<file path="config.mk">
export PLATFORM = sky130hd
export DESIGN_NAME = axis_iic_req_arbiter_flat
export DESIGN_NICKNAME = d
export VERILOG_FILES = /design/src/rtl/axis_iic_req_arbiter_if.sv /design/src/rtl/axis_iic_req_arbiter.sv /design/src/flat_wrapper.sv
export SDC_FILE = /design/constraint.sdc
export NUM_CORES = 1
export LEC_CHECK = 0
export CORE_AREA = 2 2 175 177
export CTS_CLUSTER_SIZE = 10
export DETAILED_ROUTE_END_ITERATION = 8
export DIE_AREA = 0 0 177 179
export SYNTH_ARGS = -nofsm -noshare
export SYNTH_HDL_FRONTEND = slang
export SYNTH_SLANG_ARGS = --single-unit
</file>
<file path="constraint.sdc">
create_clock -name clk -period 2.6 [get_ports clk]
set_input_delay 0.65 -clock clk [delete_from_list [all_inputs] [get_ports clk]]
set_output_delay 0.65 -clock clk [all_outputs]
set_load 0.02 [all_outputs]
</file>
<file path="src/rtl/axis_iic_req_arbiter_if.sv">
// Bus bundle for axis_iic_req_arbiter: requester command streams, controller command
// stream, controller response stream and the routed per-requester response streams.
interface axis_iic_req_arbiter_if #(
    parameter int unsigned NUM_REQ = 4
);
    logic [32*NUM_REQ-1:0] s_axis_req_tdata;
    logic [4*NUM_REQ-1:0]  s_axis_req_tkeep;
    logic [8*NUM_REQ-1:0]  s_axis_req_tdest;
    logic [NUM_REQ-1:0]    s_axis_req_tvalid;
    logic [NUM_REQ-1:0]    s_axis_req_tlast;
    logic [NUM_REQ-1:0]    s_axis_req_tready;

    logic [31:0]           m_axis_tdata;
    logic [3:0]            m_axis_tkeep;
    logic [7:0]            m_axis_tdest;
    logic                  m_axis_tvalid;
    logic                  m_axis_tlast;
    logic                  m_axis_tready;

    logic [31:0]           s_axis_rsp_tdata;
    logic [7:0]            s_axis_rsp_tdest;
    logic                  s_axis_rsp_tvalid;
    logic                  s_axis_rsp_tlast;

    logic [32*NUM_REQ-1:0] m_axis_rsp_tdata;
    logic [8*NUM_REQ-1:0]  m_axis_rsp_tdest;
    logic [NUM_REQ-1:0]    m_axis_rsp_tvalid;
    logic [NUM_REQ-1:0]    m_axis_rsp_tlast;

    modport slave (
        input  s_axis_req_tdata, s_axis_req_tkeep, s_axis_req_tdest,
               s_axis_req_tvalid, s_axis_req_tlast,
               m_axis_tready,
               s_axis_rsp_tdata, s_axis_rsp_tdest, s_axis_rsp_tvalid, s_axis_rsp_tlast,
        output s_axis_req_tready,
               m_axis_tdata, m_axis_tkeep, m_axis_tdest, m_axis_tvalid, m_axis_tlast,
               m_axis_rsp_tdata, m_axis_rsp_tdest, m_axis_rsp_tvalid, m_axis_rsp_tlast
    );

    modport master (
        output s_axis_req_tdata, s_axis_req_tkeep, s_axis_req_tdest,
               s_axis_req_tvalid, s_axis_req_tlast,
               m_axis_tready,
               s_axis_rsp_tdata, s_axis_rsp_tdest, s_axis_rsp_tvalid, s_axis_rsp_tlast,
        input  s_axis_req_tready,
               m_axis_tdata, m_axis_tkeep, m_axis_tdest, m_axis_tvalid, m_axis_tlast,
               m_axis_rsp_tdata, m_axis_rsp_tdest, m_axis_rsp_tvalid, m_axis_rsp_tlast
    );
endinterface

</file>
<file path="src/rtl/axis_iic_req_arbiter.sv">
// Packet-atomic round-robin arbiter sharing one AXIS IIC command port, with read-response
// routing back to the issuer. Optional response timeout: define IIC_ARB_TIMEOUT_EN.
module axis_iic_req_arbiter #(
    parameter int unsigned NUM_REQ     = 4,
    parameter int unsigned RSP_TIMEOUT = 100000
) (
    input  logic                       clk,
    input  logic                       resetn,
    axis_iic_req_arbiter_if.slave      bus,
    output logic [$clog2(NUM_REQ)-1:0] grant_id,
    output logic                       busy,
    output logic                       stray_rsp,
    output logic                       timeout_err
);
    localparam int unsigned GW = $clog2(NUM_REQ);

    typedef enum logic [1:0] {IDLE, FWD, WAIT_RSP} state_t;

    state_t                state;
    logic                  read_flag;
    logic                  first_beat;
    logic [GW-1:0]         win_id;
    logic                  win_found;
    logic [GW-1:0]         cand;
    logic                  fwd_hs;
    logic                  pkt_read;
    logic [32*NUM_REQ-1:0] rsp_tdata;
    logic [8*NUM_REQ-1:0]  rsp_tdest;
    logic [NUM_REQ-1:0]    rsp_tvalid;
    logic [NUM_REQ-1:0]    rsp_tlast;
    logic                  stray_q;
`ifdef IIC_ARB_TIMEOUT_EN
    logic [31:0]           wait_cnt;
    logic                  tmo_q;
`endif

    // Round-robin search starting just after the last owner
    always_comb begin
        win_found = 1'b0;
        win_id    = grant_id;
        cand      = '0;
        for (int unsigned k = 1; k <= NUM_REQ; k++) begin
            cand = GW'((32'(grant_id) + k) % NUM_REQ);
            if (!win_found && bus.s_axis_req_tvalid[cand]) begin
                win_found = 1'b1;
                win_id    = cand;
            end
        end
    end

    always_comb begin
        bus.m_axis_tdata      = '0;
        bus.m_axis_tkeep      = '0;
        bus.m_axis_tdest      = '0;
        bus.m_axis_tvalid     = 1'b0;
        bus.m_axis_tlast      = 1'b0;
        bus.s_axis_req_tready = '0;
        if (state == FWD) begin
            bus.m_axis_tdata  = bus.s_axis_req_tdata[32*grant_id +: 32];
            bus.m_axis_tkeep  = bus.s_axis_req_tkeep[4*grant_id +: 4];
            bus.m_axis_tdest  = bus.s_axis_req_tdest[8*grant_id +: 8];
            bus.m_axis_tvalid = bus.s_axis_req_tvalid[grant_id];
            bus.m_axis_tlast  = bus.s_axis_req_tlast[grant_id];
            bus.s_axis_req_tready[grant_id] = bus.m_axis_tready;
        end
    end

    assign fwd_hs   = (state == FWD) && bus.m_axis_tvalid && bus.m_axis_tready;
    // Single-beat packets decide from the live tdest; longer ones use the captured flag
    assign pkt_read = first_beat ? bus.m_axis_tdest[0] : read_flag;

    always_ff @(posedge clk or negedge resetn) begin
        if (!resetn) begin
            state      <= IDLE;
            grant_id   <= GW'(NUM_REQ - 1);
            read_flag  <= 1'b0;
            first_beat <= 1'b0;
            rsp_tdata  <= '0;
            rsp_tdest  <= '0;
            rsp_tvalid <= '0;
            rsp_tlast  <= '0;
            stray_q    <= 1'b0;
`ifdef IIC_ARB_TIMEOUT_EN
            wait_cnt   <= '0;
            tmo_q      <= 1'b0;
`endif
        end else begin
            rsp_tvalid <= '0;
            rsp_tlast  <= '0;
            stray_q    <= 1'b0;
`ifdef IIC_ARB_TIMEOUT_EN
            tmo_q      <= 1'b0;
`endif
            case (state)
                IDLE: begin
                    stray_q <= bus.s_axis_rsp_tvalid;
                    if (win_found) begin
                        grant_id   <= win_id;
                        first_beat <= 1'b1;
                        state      <= FWD;
                    end
                end
                FWD: begin
                    stray_q <= bus.s_axis_rsp_tvalid;
                    if (fwd_hs) begin
                        first_beat <= 1'b0;
                        read_flag  <= pkt_read;
                        if (bus.m_axis_tlast) begin
                            state <= pkt_read ? WAIT_RSP : IDLE;
`ifdef IIC_ARB_TIMEOUT_EN
                            wait_cnt <= '0;
`endif
                        end
                    end
                end
                WAIT_RSP: begin
                    if (bus.s_axis_rsp_tvalid) begin
                        rsp_tvalid[grant_id]          <= 1'b1;
                        rsp_tlast[grant_id]           <= bus.s_axis_rsp_tlast;
                        rsp_tdata[32*grant_id +: 32]  <= bus.s_axis_rsp_tdata;
                        rsp_tdest[8*grant_id +: 8]    <= bus.s_axis_rsp_tdest;
                        if (bus.s_axis_rsp_tlast) begin
                            state <= IDLE;
                        end
`ifdef IIC_ARB_TIMEOUT_EN
                        wait_cnt <= '0;
                    end else if (wait_cnt == 32'(RSP_TIMEOUT - 1)) begin
                        state    <= IDLE;
                        tmo_q    <= 1'b1;
                        wait_cnt <= '0;
                    end else begin
                        wait_cnt <= wait_cnt + 32'd1;
`endif
                    end
                end
                default: state <= IDLE;
            endcase
        end
    end

    assign bus.m_axis_rsp_tdata  = rsp_tdata;
    assign bus.m_axis_rsp_tdest  = rsp_tdest;
    assign bus.m_axis_rsp_tvalid = rsp_tvalid;
    assign bus.m_axis_rsp_tlast  = rsp_tlast;
    assign busy                  = (state != IDLE);
    assign stray_rsp             = stray_q;
`ifdef IIC_ARB_TIMEOUT_EN
    assign timeout_err           = tmo_q;
`else
    assign timeout_err           = 1'b0;
`endif
endmodule
</file>
<file path="src/flat_wrapper.sv">
// flat-port wrapper written by rule: the top's interface ports become plain ports
module axis_iic_req_arbiter_flat 
#(
    parameter int unsigned NUM_REQ     = 4,
    parameter int unsigned RSP_TIMEOUT = 100000
)
  (clk, resetn, grant_id, busy, stray_rsp, timeout_err, bus_s_axis_req_tdata, bus_s_axis_req_tkeep, bus_s_axis_req_tdest, bus_s_axis_req_tvalid, bus_s_axis_req_tlast, bus_m_axis_tready, bus_s_axis_rsp_tdata, bus_s_axis_rsp_tdest, bus_s_axis_rsp_tvalid, bus_s_axis_rsp_tlast, bus_s_axis_req_tready, bus_m_axis_tdata, bus_m_axis_tkeep, bus_m_axis_tdest, bus_m_axis_tvalid, bus_m_axis_tlast, bus_m_axis_rsp_tdata, bus_m_axis_rsp_tdest, bus_m_axis_rsp_tvalid, bus_m_axis_rsp_tlast);
  axis_iic_req_arbiter_if #(.NUM_REQ(NUM_REQ)) bus_i ();
  input  logic clk;
  input  logic resetn;
  output logic [$clog2(NUM_REQ)-1:0] grant_id;
  output logic busy;
  output logic stray_rsp;
  output logic timeout_err;
  input wire logic [$bits(bus_i.s_axis_req_tdata)-1:0] bus_s_axis_req_tdata;
  input wire logic [$bits(bus_i.s_axis_req_tkeep)-1:0] bus_s_axis_req_tkeep;
  input wire logic [$bits(bus_i.s_axis_req_tdest)-1:0] bus_s_axis_req_tdest;
  input wire logic [$bits(bus_i.s_axis_req_tvalid)-1:0] bus_s_axis_req_tvalid;
  input wire logic [$bits(bus_i.s_axis_req_tlast)-1:0] bus_s_axis_req_tlast;
  input wire logic [$bits(bus_i.m_axis_tready)-1:0] bus_m_axis_tready;
  input wire logic [$bits(bus_i.s_axis_rsp_tdata)-1:0] bus_s_axis_rsp_tdata;
  input wire logic [$bits(bus_i.s_axis_rsp_tdest)-1:0] bus_s_axis_rsp_tdest;
  input wire logic [$bits(bus_i.s_axis_rsp_tvalid)-1:0] bus_s_axis_rsp_tvalid;
  input wire logic [$bits(bus_i.s_axis_rsp_tlast)-1:0] bus_s_axis_rsp_tlast;
  output wire logic [$bits(bus_i.s_axis_req_tready)-1:0] bus_s_axis_req_tready;
  output wire logic [$bits(bus_i.m_axis_tdata)-1:0] bus_m_axis_tdata;
  output wire logic [$bits(bus_i.m_axis_tkeep)-1:0] bus_m_axis_tkeep;
  output wire logic [$bits(bus_i.m_axis_tdest)-1:0] bus_m_axis_tdest;
  output wire logic [$bits(bus_i.m_axis_tvalid)-1:0] bus_m_axis_tvalid;
  output wire logic [$bits(bus_i.m_axis_tlast)-1:0] bus_m_axis_tlast;
  output wire logic [$bits(bus_i.m_axis_rsp_tdata)-1:0] bus_m_axis_rsp_tdata;
  output wire logic [$bits(bus_i.m_axis_rsp_tdest)-1:0] bus_m_axis_rsp_tdest;
  output wire logic [$bits(bus_i.m_axis_rsp_tvalid)-1:0] bus_m_axis_rsp_tvalid;
  output wire logic [$bits(bus_i.m_axis_rsp_tlast)-1:0] bus_m_axis_rsp_tlast;
  assign bus_i.s_axis_req_tdata = bus_s_axis_req_tdata;
  assign bus_i.s_axis_req_tkeep = bus_s_axis_req_tkeep;
  assign bus_i.s_axis_req_tdest = bus_s_axis_req_tdest;
  assign bus_i.s_axis_req_tvalid = bus_s_axis_req_tvalid;
  assign bus_i.s_axis_req_tlast = bus_s_axis_req_tlast;
  assign bus_i.m_axis_tready = bus_m_axis_tready;
  assign bus_i.s_axis_rsp_tdata = bus_s_axis_rsp_tdata;
  assign bus_i.s_axis_rsp_tdest = bus_s_axis_rsp_tdest;
  assign bus_i.s_axis_rsp_tvalid = bus_s_axis_rsp_tvalid;
  assign bus_i.s_axis_rsp_tlast = bus_s_axis_rsp_tlast;
  assign bus_s_axis_req_tready = bus_i.s_axis_req_tready;
  assign bus_m_axis_tdata = bus_i.m_axis_tdata;
  assign bus_m_axis_tkeep = bus_i.m_axis_tkeep;
  assign bus_m_axis_tdest = bus_i.m_axis_tdest;
  assign bus_m_axis_tvalid = bus_i.m_axis_tvalid;
  assign bus_m_axis_tlast = bus_i.m_axis_tlast;
  assign bus_m_axis_rsp_tdata = bus_i.m_axis_rsp_tdata;
  assign bus_m_axis_rsp_tdest = bus_i.m_axis_rsp_tdest;
  assign bus_m_axis_rsp_tvalid = bus_i.m_axis_rsp_tvalid;
  assign bus_m_axis_rsp_tlast = bus_i.m_axis_rsp_tlast;
  axis_iic_req_arbiter #(.NUM_REQ(NUM_REQ), .RSP_TIMEOUT(RSP_TIMEOUT)) u_core (.clk(clk), .resetn(resetn), .bus(bus_i), .grant_id(grant_id), .busy(busy), .stray_rsp(stray_rsp), .timeout_err(timeout_err));
endmodule
</file>
==> flow_summary.ini, run 1 <==
[placement]
gp_congestion = 0.931
dp_cells = 1716
hpwl_um = 27800
post-place-ws_ps = -598
port_buffers = 450

[detailed_routing]
drt_pass1_iterations = 4
drc = 0
vias = 8431
postRouteAntennaNets = 0
finalWirelength_um = 38500
drtIter0Drc = 579
wl_per_cell_um = 21.5
vias_per_cell = 4.71

[yosys]
synthMuxAreaShare = 0.128
synthArstFlopShare = 1.00
synthAdderAreaFrac = 0.00728
yosys.area_share.simple = 0.199
synth_edf_count = 0
avgSynthCellArea_um2 = 9.64
netlist_instances = 891
synth-main-ff-cell = dfrtp_1
synthDistinctLibCells = 48
synth_compound_area_frac = 0.111
synth_top_family_by_area = simple AND/OR/NAND/NOR gates
syn_nets = 1125
synthXorXnorAreaFrac = 0.00102
ys_seq_area_frac = 0.510
synth_warnings = 0
ys_seq_elements = 175
synthesis.area_um2 = 8590

[setup_path]
path_cells = buf_4 > buf_12 > mux4_2 > and2_1 > buf_2
slowest_delay_ps = 720
arrival_ps = 2310
startpoint_type = flip-flop
r2r_cells = 13
cp_slowest_cell = dfstp_4
crit_required_ps = 1950
endpoint_kind = output port
cp_max_fo = 6
crit_type = flip-flop to output port

[clock_tree]
cts_buffer_depth = 2
clock_sink_count = 175
h-tree-depth = 4
clk_pin_slew_ps = 70
insertion_delay_ps = 430
root_buffer = clkbuf_16
cts_tree = done
cts_buffers = 17

[timing]
relSlewSlack = 0.645
finalSetupViolCount = 50
max_freq_mhz = 338
slew_viol_final = 0
setup_ws_ps = -361
min_period_ps = 2960
hold_viol_final = 0
skew_ps = 11.0
rsz0062_at_grt = true
finalCritPeriodShare = 1.14
worst_pin_slew_ps = 532

[die]
initial_core_util = 0.286
rows = 64
num_io_pins = 452
coreArea_um2 = 30000
dieWidth_um = 177
die_y_um = 179
die-area_um2 = 31700

[finish]
nets = 1611
syn_to_final_growth_pct = 77.6
layout.cells.non_filler = 1791
nFillCells = 2773
final_layout_size_suffix_gt1_frac = 0.199

[pwr]
powerDensity_nw_per_um2 = 933
p_leak_uw = 0.00626
peakVddDrop_v = 0.000683

[min_path]
hp-class = input port to asynchronous set/reset pin

[job]
drv_cap = 0

[grt]
track_usage = 0.232
grt_pass1_vias = 8459
antenna_found_initial = 7
grt_pass1_wl_um = 53700
overflow = 0
grt_max_degree = 82

[status]
outcome = complete, but fails checks
violations = setup timing
==> routing by layer <==
layer,vias to the layer above,share of wire,GRT usage
li1,3984,-,-
met1,4082,0.39,0.261
met2,321,0.52,0.412
met3,44,0.066,0.0679
met4,0,0.029,0.0906
met5,-,0,0
==> worst max-delay path, delay by kind of cell (launching register included) <==
family	cells	cell delay, ps
simple gates	1	190
mux	1	550
flops	1	720
buf+inv	3	410
==> area by class of cell <==
| type | count | area, um2 | share of cell area |
|---|---|---|---|
| Timing Repair Buffer | 536 | 5620 | 0.369 |
| Antenna cell | 6 | 15.0 | 0.000984 |
| Clock inverter | 10 | 184 | 0.0121 |
| Multi-Input combinational cell | 639 | 4060 | 0.266 |
| Sequential cell | 175 | 4390 | 0.287 |
| Inverter | 8 | 37.5 | 0.00246 |
| Clock buffer | 21 | 460 | 0.0302 |
| Tap cell | 396 | 495 | 0.0325 |
==> cells in the final DEF (no fill, tap or decap), drive strengths merged, types with 2 or more instances in the layout <==
cell and instances:
and2 47, and3 9, buf 131, bufinv 5, clkbuf 27, clkdlybuf4s50 397
clkinv 3, dfrtp 173, dfstp 2, diode 6, ha 5, inv 9
mux2 3, mux2i 3, mux4 46, nand2 326, nand4 2, nor2 2
nor2b 2, nor3 3, o21ai 165, o21bai 2, o22ai 3, o31ai 2
or4b 2
==> path summary, 6_finish.rpt <==
check | slack (ps) | from | to
max in group asynchronous | 1760 | resetn | u_core.bus.m_axis_rsp_tdest[29]
worst max-delay path | -360 | u_core.grant_id[0] | bus_m_axis_tdest[3]
worst min register to register | 480 | u_core.bus.m_axis_rsp_tdata[78] | u_core.bus.m_axis_rsp_tdata[78]
worst min-delay path | 180 | resetn | u_core.bus.m_axis_rsp_tdata[125]
min in group clk | 480 | u_core.bus.m_axis_rsp_tdata[78] | u_core.bus.m_axis_rsp_tdata[78]
worst max register to register | 60 | u_core.grant_id[0] | u_core.bus.m_axis_rsp_tdest[27]
==> kinds of logic after synthesis <==
logic type / count (synthesis)
muxes: 52
DFF: 175
adders and majority gates: 5
AOI/OAI and AO/OA: 180
and+or+nand+nor: 400
xor gates and xnor gates: 1
other: 1
buffers and inverters: 77
==> timing repair <==
item | CTS | global route
hold endpoints to repair | 0 | 0
resized for setup | 278 | 75
pin swaps | 9 | 5
setup endpoints to repair | 51 | 80
gates cloned | 1 | 7
hold buffers | 0 | 0
setup buffers | 13 | 18
==> sequential cells by signal, indices dropped and copies added (netlist names) <==
name                          count
u_core.state                      2
u_core.bus.m_axis_rsp_tlast       4
u_core.read_flag                  1
u_core.bus.m_axis_rsp_tdest      32
u_core.grant_id                   2
u_core.first_beat                 1
u_core.bus.m_axis_rsp_tvalid      4
u_core.stray_rsp                  1
u_core.bus.m_axis_rsp_tdata     128
==> metrics by stage <==
step           setup TNS, ps  area [um2]  utilization  hold WS (ps)  total power (uW)
2_1_floorplan              0        8590            -           354              6520
3_3_place_gp          -13720       13800        0.461           461              9770
3_5_place_dp          -13570       13800        0.461           469              9770
4_1_cts               -15130       14900        0.496           182             13500
5_1_grt               -16530       15300        0.508           199             15000
6_report              -13180       15300        0.508           180             14200
==> cell usage after synthesis (2+ instances only) <==
master	number	share of area
and2_1	47	0.034
and3_1	9	0.0066
buf_1	3	0.0013
buf_2	23	0.013
buf_4	5	0.0044
buf_6	3	0.0039
clkbuf_1	33	0.014
clkbuf_2	2	0.0012
dfrtp_1	173	0.50
dfstp_2	2	0.0061
ha_1	5	0.0073
inv_1	8	0.0035
mux2_2	2	0.0026
mux2i_1	3	0.0035
mux4_2	46	0.12
nand2_1	325	0.14
nand4_1	2	0.0015
nor2_1	2	0.00087
nor2b_1	2	0.0015
nor3_2	3	0.0035
o21ai_0	136	0.079
o21ai_1	29	0.017
o21bai_1	2	0.0017
o22ai_1	2	0.0015
==> power by group <==
| group | switching (uW) | internal (uW) |
|---|---|---|
| clock network | 1080 | 1750 |
| registers | 118 | 2880 |
| logic | 4070 | 4340 |
Note: power is estimated with default switching activity, not from simulation.
==> run 2, diff against run 1 <==
--- a/config.mk
+++ b/config.mk
@@ -12,3 +12,4 @@
 export SYNTH_ARGS = -nofsm -noshare
 export SYNTH_HDL_FRONTEND = slang
 export SYNTH_SLANG_ARGS = --single-unit
+export TNS_END_PERCENT = 10
==> flow_summary.ini, run 2 (synthesis gave the netlist of run 1 again) <==
[min_path]
hp-class = input port to asynchronous set/reset pin

[grt]
grt_pass1_wl_um = 53400
antenna_found_initial = 7
grt_max_degree = 82
grt_pass1_vias = 8413
overflow = 0
track_usage = 0.230

[setup_path]
arrival_ps = 2310
crit_required_ps = 1950
startpoint_type = flip-flop
cp_max_fo = 7
crit_type = flip-flop to output port
endpoint_kind = output port

[pwr]
power_uw = 13100
comb_power_share = 0.554
clkPwrFrac = 0.217
p_leak_uw = 0.00607
p_sw_frac = 0.371
powerDensity_nw_per_um2 = 887
peakVddDrop_v = 0.000685
power.switching_uw = 4850
p_int_uw = 8210
pwr-share-seq = 0.229

[finish]
final_common_cell = clkdlybuf4s50_1
fin_util = 0.490
final_layout_size_suffix_gt1_frac = 0.174
largest_reg_flops = 128
syn_to_final_growth_pct = 71.4
nets = 1586
final_cell_mix = clkdlybuf4s50_1 (397), nand2_1 (322), dfrtp_1 (173)
postLayoutCellArea_um2 = 14700

[die]
die_y_um = 179
coreArea_um2 = 30000
num_io_pins = 452
rows = 64
dieWidth_um = 177
die-area_um2 = 31700
initial_core_util = 0.286

[timing]
relSlewSlack = 0.647
skew_ps = 12.5
rsz0062_at_grt = true
finalSetupViolCount = 49
min_period_ps = 2960
setup_ws_ps = -359
tns_ps = -12470
slew_viol_final = 0
hold_viol_final = 0
finalCritPeriodShare = 1.14
worst_pin_slew_ps = 530
max_freq_mhz = 338

[detailed_routing]
drt_pass1_iterations = 5
drtIter0Drc = 580
wl_per_cell_um = 20.7
drc = 0
vias_per_cell = 4.70
vias = 8287
postRouteAntennaNets = 0
finalWirelength_um = 36500

[clock_tree]
clk_pin_slew_ps = 70
cts_tree = done
clock_sink_count = 175
root_buffer = clkbuf_16
insertion_delay_ps = 430
cts_buffer_depth = 2
h-tree-depth = 4
cts_buffers = 17
postCtsHoldBufs = 0

[placement]
hpwl_um = 27800
dpl-instance-area_um2 = 13800
port_buffers = 450
gp_congestion = 0.931

[job]
drv_cap = 0

[status]
violations = setup timing
outcome = complete, but fails checks
## run 2: layout make-up
cell class              count  area [um2]
clock inverters            10         184
flip-flops and latches    175        4390
repair buffers            511        5190
multi-input cells         639        3970
well taps                 396         495
inverters                   8        30.0
fillers                  2821       15300
diodes                      4        10.0
clock buffers              21         460
## run 2: metal layers
layer | part of all wire | GRT usage | vias up
met2 | 0.52 | 0.413 | 314
met5 | 0 | 0 | -
met3 | 0.073 | 0.0689 | 42
met4 | 0.029 | 0.0857 | 0
li1 | - | - | 3931
met1 | 0.37 | 0.257 | 4000
## run 2: through the flow
stage          hold slack [ps]  std cells  worst slack, ps
2_1_floorplan              354        891              210
3_3_place_gp               461       1716             -647
3_5_place_dp               469       1716             -598
4_1_cts                    182       1755             -395
5_1_grt                    197       1764             -436
6_report                   173       1764             -359
## run 2: worst paths after layout
check,from,slack (ps),endpoint,cells past startpoint
worst max-delay path,u_core.grant_id[0],-360,bus_m_axis_tdest[0],5
worst min-delay path,resetn,170,u_core.bus.m_axis_rsp_tdata[125],1
worst max register to register,u_core.grant_id[0],160,u_core.bus.m_axis_rsp_tdata[59],10
worst min register to register,u_core.bus.m_axis_rsp_tdata[78],480,u_core.bus.m_axis_rsp_tdata[78],2
max in group asynchronous,resetn,1760,u_core.bus.m_axis_rsp_tdest[8],2
min in group clk,u_core.bus.m_axis_rsp_tdata[78],480,u_core.bus.m_axis_rsp_tdata[78],2
## run 2: repair_timing
action	in CTS	in global routing
setup buffers	7	5
gates resized for setup	204	67
setup endpoints to repair	51	165
pin swaps	8	0
cloned	1	0
## run 2: power groups by stage
stage               Sequential [uW]  Combinational (uW)  Clock [uW]
finish                         2990                7240        2830
global route                   3010                7740        3010
CTS                            2990                6960        2900
detailed placement             3050                6720           0
global placement               3050                6720           0
floorplan                      3150                3370           0
## run 2: worst max-delay path, stage by stage (launching register included)
cell and delay, ps:
dfstp_4 710, buf_12 150, buf_12 130, mux4_2 570
and2_4 170, buf_6 130
==> run 3, diff against run 2 <==
--- a/config.mk
+++ b/config.mk
@@ -5,10 +5,10 @@
 export SDC_FILE = /design/constraint.sdc
 export NUM_CORES = 1
 export LEC_CHECK = 0
-export CORE_AREA = 2 2 175 177
+export CORE_AREA = 2 2 178 180
 export CTS_CLUSTER_SIZE = 10
 export DETAILED_ROUTE_END_ITERATION = 8
-export DIE_AREA = 0 0 177 179
+export DIE_AREA = 0 0 180 182
 export SYNTH_ARGS = -nofsm -noshare
 export SYNTH_HDL_FRONTEND = slang
 export SYNTH_SLANG_ARGS = --single-unit
==> flow_summary.ini, run 3 (synthesis gave the netlist of run 1 again) <==
[grt]
grt_use_met1 = 0.280
grt_pass1_wl_um = 56700
grt_pass1_vias = 8425
antenna_found_initial = 5
use_met2 = 0.422
top_usage_layer = met2
track_usage = 0.233
overflow = 0
use_met3 = 0.0515
grt_max_degree = 82

[min_path]
hp-class = input port to asynchronous set/reset pin

[setup_path]
endpoint_kind = output port
arrival_ps = 2280
cp_slowest_cell = dfstp_4
crit_type = flip-flop to output port
cp_common_cell = buf_12
cp_max_fo = 6
path_cells = buf_12 > buf_12 > buf_6 > mux4_2 > and2_4 > buf_12
slowest_delay_ps = 630
crit_required_ps = 1950
startpoint_type = flip-flop

[status]
outcome = complete, but fails checks
violations = setup timing

[die]
rows = 65
initial_core_util = 0.277
coreArea_um2 = 31000
die-area_um2 = 32800
die_y_um = 182
num_io_pins = 452
dieWidth_um = 180

[timing]
slew_viol_final = 0
finalCritPeriodShare = 1.13
relSlewSlack = 0.645
hold_viol_final = 0
min_period_ps = 2930
max_freq_mhz = 341
worst_pin_slew_ps = 532
finalSetupViolCount = 48
skew_ps = 29.2
setup_ws_ps = -329
rsz0062_at_grt = true

[detailed_routing]
vias_per_cell = 4.68
vias = 8300
drc = 0
drt_pass1_iterations = 4
drtIter0Drc = 628
finalWirelength_um = 38400
postRouteAntennaNets = 0
wl_per_cell_um = 21.7

[clock_tree]
clock_sink_count = 175
cts_tree = done
root_buffer = clkbuf_16
postCtsHoldBufs = 0
h-tree-depth = 4
cts_buffer_depth = 2
insertion_delay_ps = 440
clk_pin_slew_ps = 80
cts_buffers = 17

[placement]
dpl-instance-area_um2 = 13900
hpwl_um = 29800
dp_cells = 1724
gp_congestion = 0.962
port_buffers = 450
post-place-ws_ps = -542

[pwr]
clkPwrFrac = 0.195
p_sw_frac = 0.393
powerDensity_nw_per_um2 = 885
peakVddDrop_v = 0.000535
power.switching_uw = 5130
p_int_uw = 7900
p_leak_uw = 0.00604
comb_power_share = 0.577
pwr-share-seq = 0.228

[finish]
fin_util = 0.475
multi_input_area_um2 = 3950
postLayoutCellArea_um2 = 14700
layout.cells.non_filler = 1772
nFillCells = 2955
final_cell_mix = clkdlybuf4s50_1 (396), nand2_1 (322), dfrtp_1 (173)
largest_reg_flops = 128
final_layout_size_suffix_gt1_frac = 0.170
nets = 1587
seq_area_um2 = 4390
syn_to_final_growth_pct = 71.4
final_common_cell = clkdlybuf4s50_1

[job]
drv_cap = 0
[run 3: cell count changes in the layout (fill, tap and decap cells not counted), sizes merged, moves of 2 or more]
cell / delta
clkbuf: -3
bufinv: -5
dlygate4sd2: +2
inv: +7
[run 3: per-stage QoR]
stage,TNS [ps],hold slack (ps),total power [uW]
floorplan,0,354,6520
global placement,-11910,461,10200
detailed placement,-12980,469,10200
CTS,-13750,183,13000
global route,-14970,183,13700
finish,-10770,155,13000
[run 3: path summary, 6_finish.rpt]
kind,start,endpoint,slack (ps),cells after the start
max in group asynchronous,resetn,u_core.bus.m_axis_rsp_tdata[35],1710,2
setup reg to reg,u_core.grant_id[0],u_core.bus.m_axis_rsp_tdata[83],80,11
min in group clk,u_core.bus.m_axis_rsp_tdata[76],u_core.bus.m_axis_rsp_tdata[76],480,2
hold / removal,resetn,u_core.bus.m_axis_rsp_tdata[125],150,1
hold reg to reg,u_core.bus.m_axis_rsp_tdata[76],u_core.bus.m_axis_rsp_tdata[76],480,2
setup / recovery,u_core.grant_id[0],bus_m_axis_tdata[15],-330,6
[run 3: critical path: cells and delay by family (launching register included)]
kind                   cells  cell delay, ps
buffers and inverters      4             490
and+or+nand+nor            1             180
muxes                      1             560
DFF                        1             630
[run 3: layout make-up]
class                   instances  share of cell area
well taps                     402              0.0342
clock inverters                14             0.00952
repair buffers                512               0.358
inverters                       8             0.00229
multi-input cells             639               0.268
clock buffers                  18              0.0298
flip-flops and latches        175               0.298
diodes                          4            0.000680
[run 3: power groups by stage]
| stage | registers [uW] | logic [uW] | clock network, uW |
|---|---|---|---|
| after floorplan | 3150 | 3370 | 0 |
| after global placement | 3040 | 7120 | 0 |
| after detailed placement | 3040 | 7120 | 0 |
| after CTS | 3010 | 7370 | 2610 |
| after global routing | 2990 | 8000 | 2730 |
| final | 2970 | 7520 | 2540 |
[run 3: repair_timing]
action / 4_1_cts / 5_1_grt
resized for setup: 212 / 24
gates cloned: 1 / 1
setup buffers: 4 / 7
endpoints found under the setup margin: 126 / 166
pin swaps: 7 / 1
hold endpoints to repair: 0 / 0
[run 3: routing by layer]
metal  part of all wire  vias to the layer above
met2               0.51                      334
met4              0.021                        0
li1                   -                     3933
met3              0.060                       29
met5                  0                        -
met1               0.40                     4004
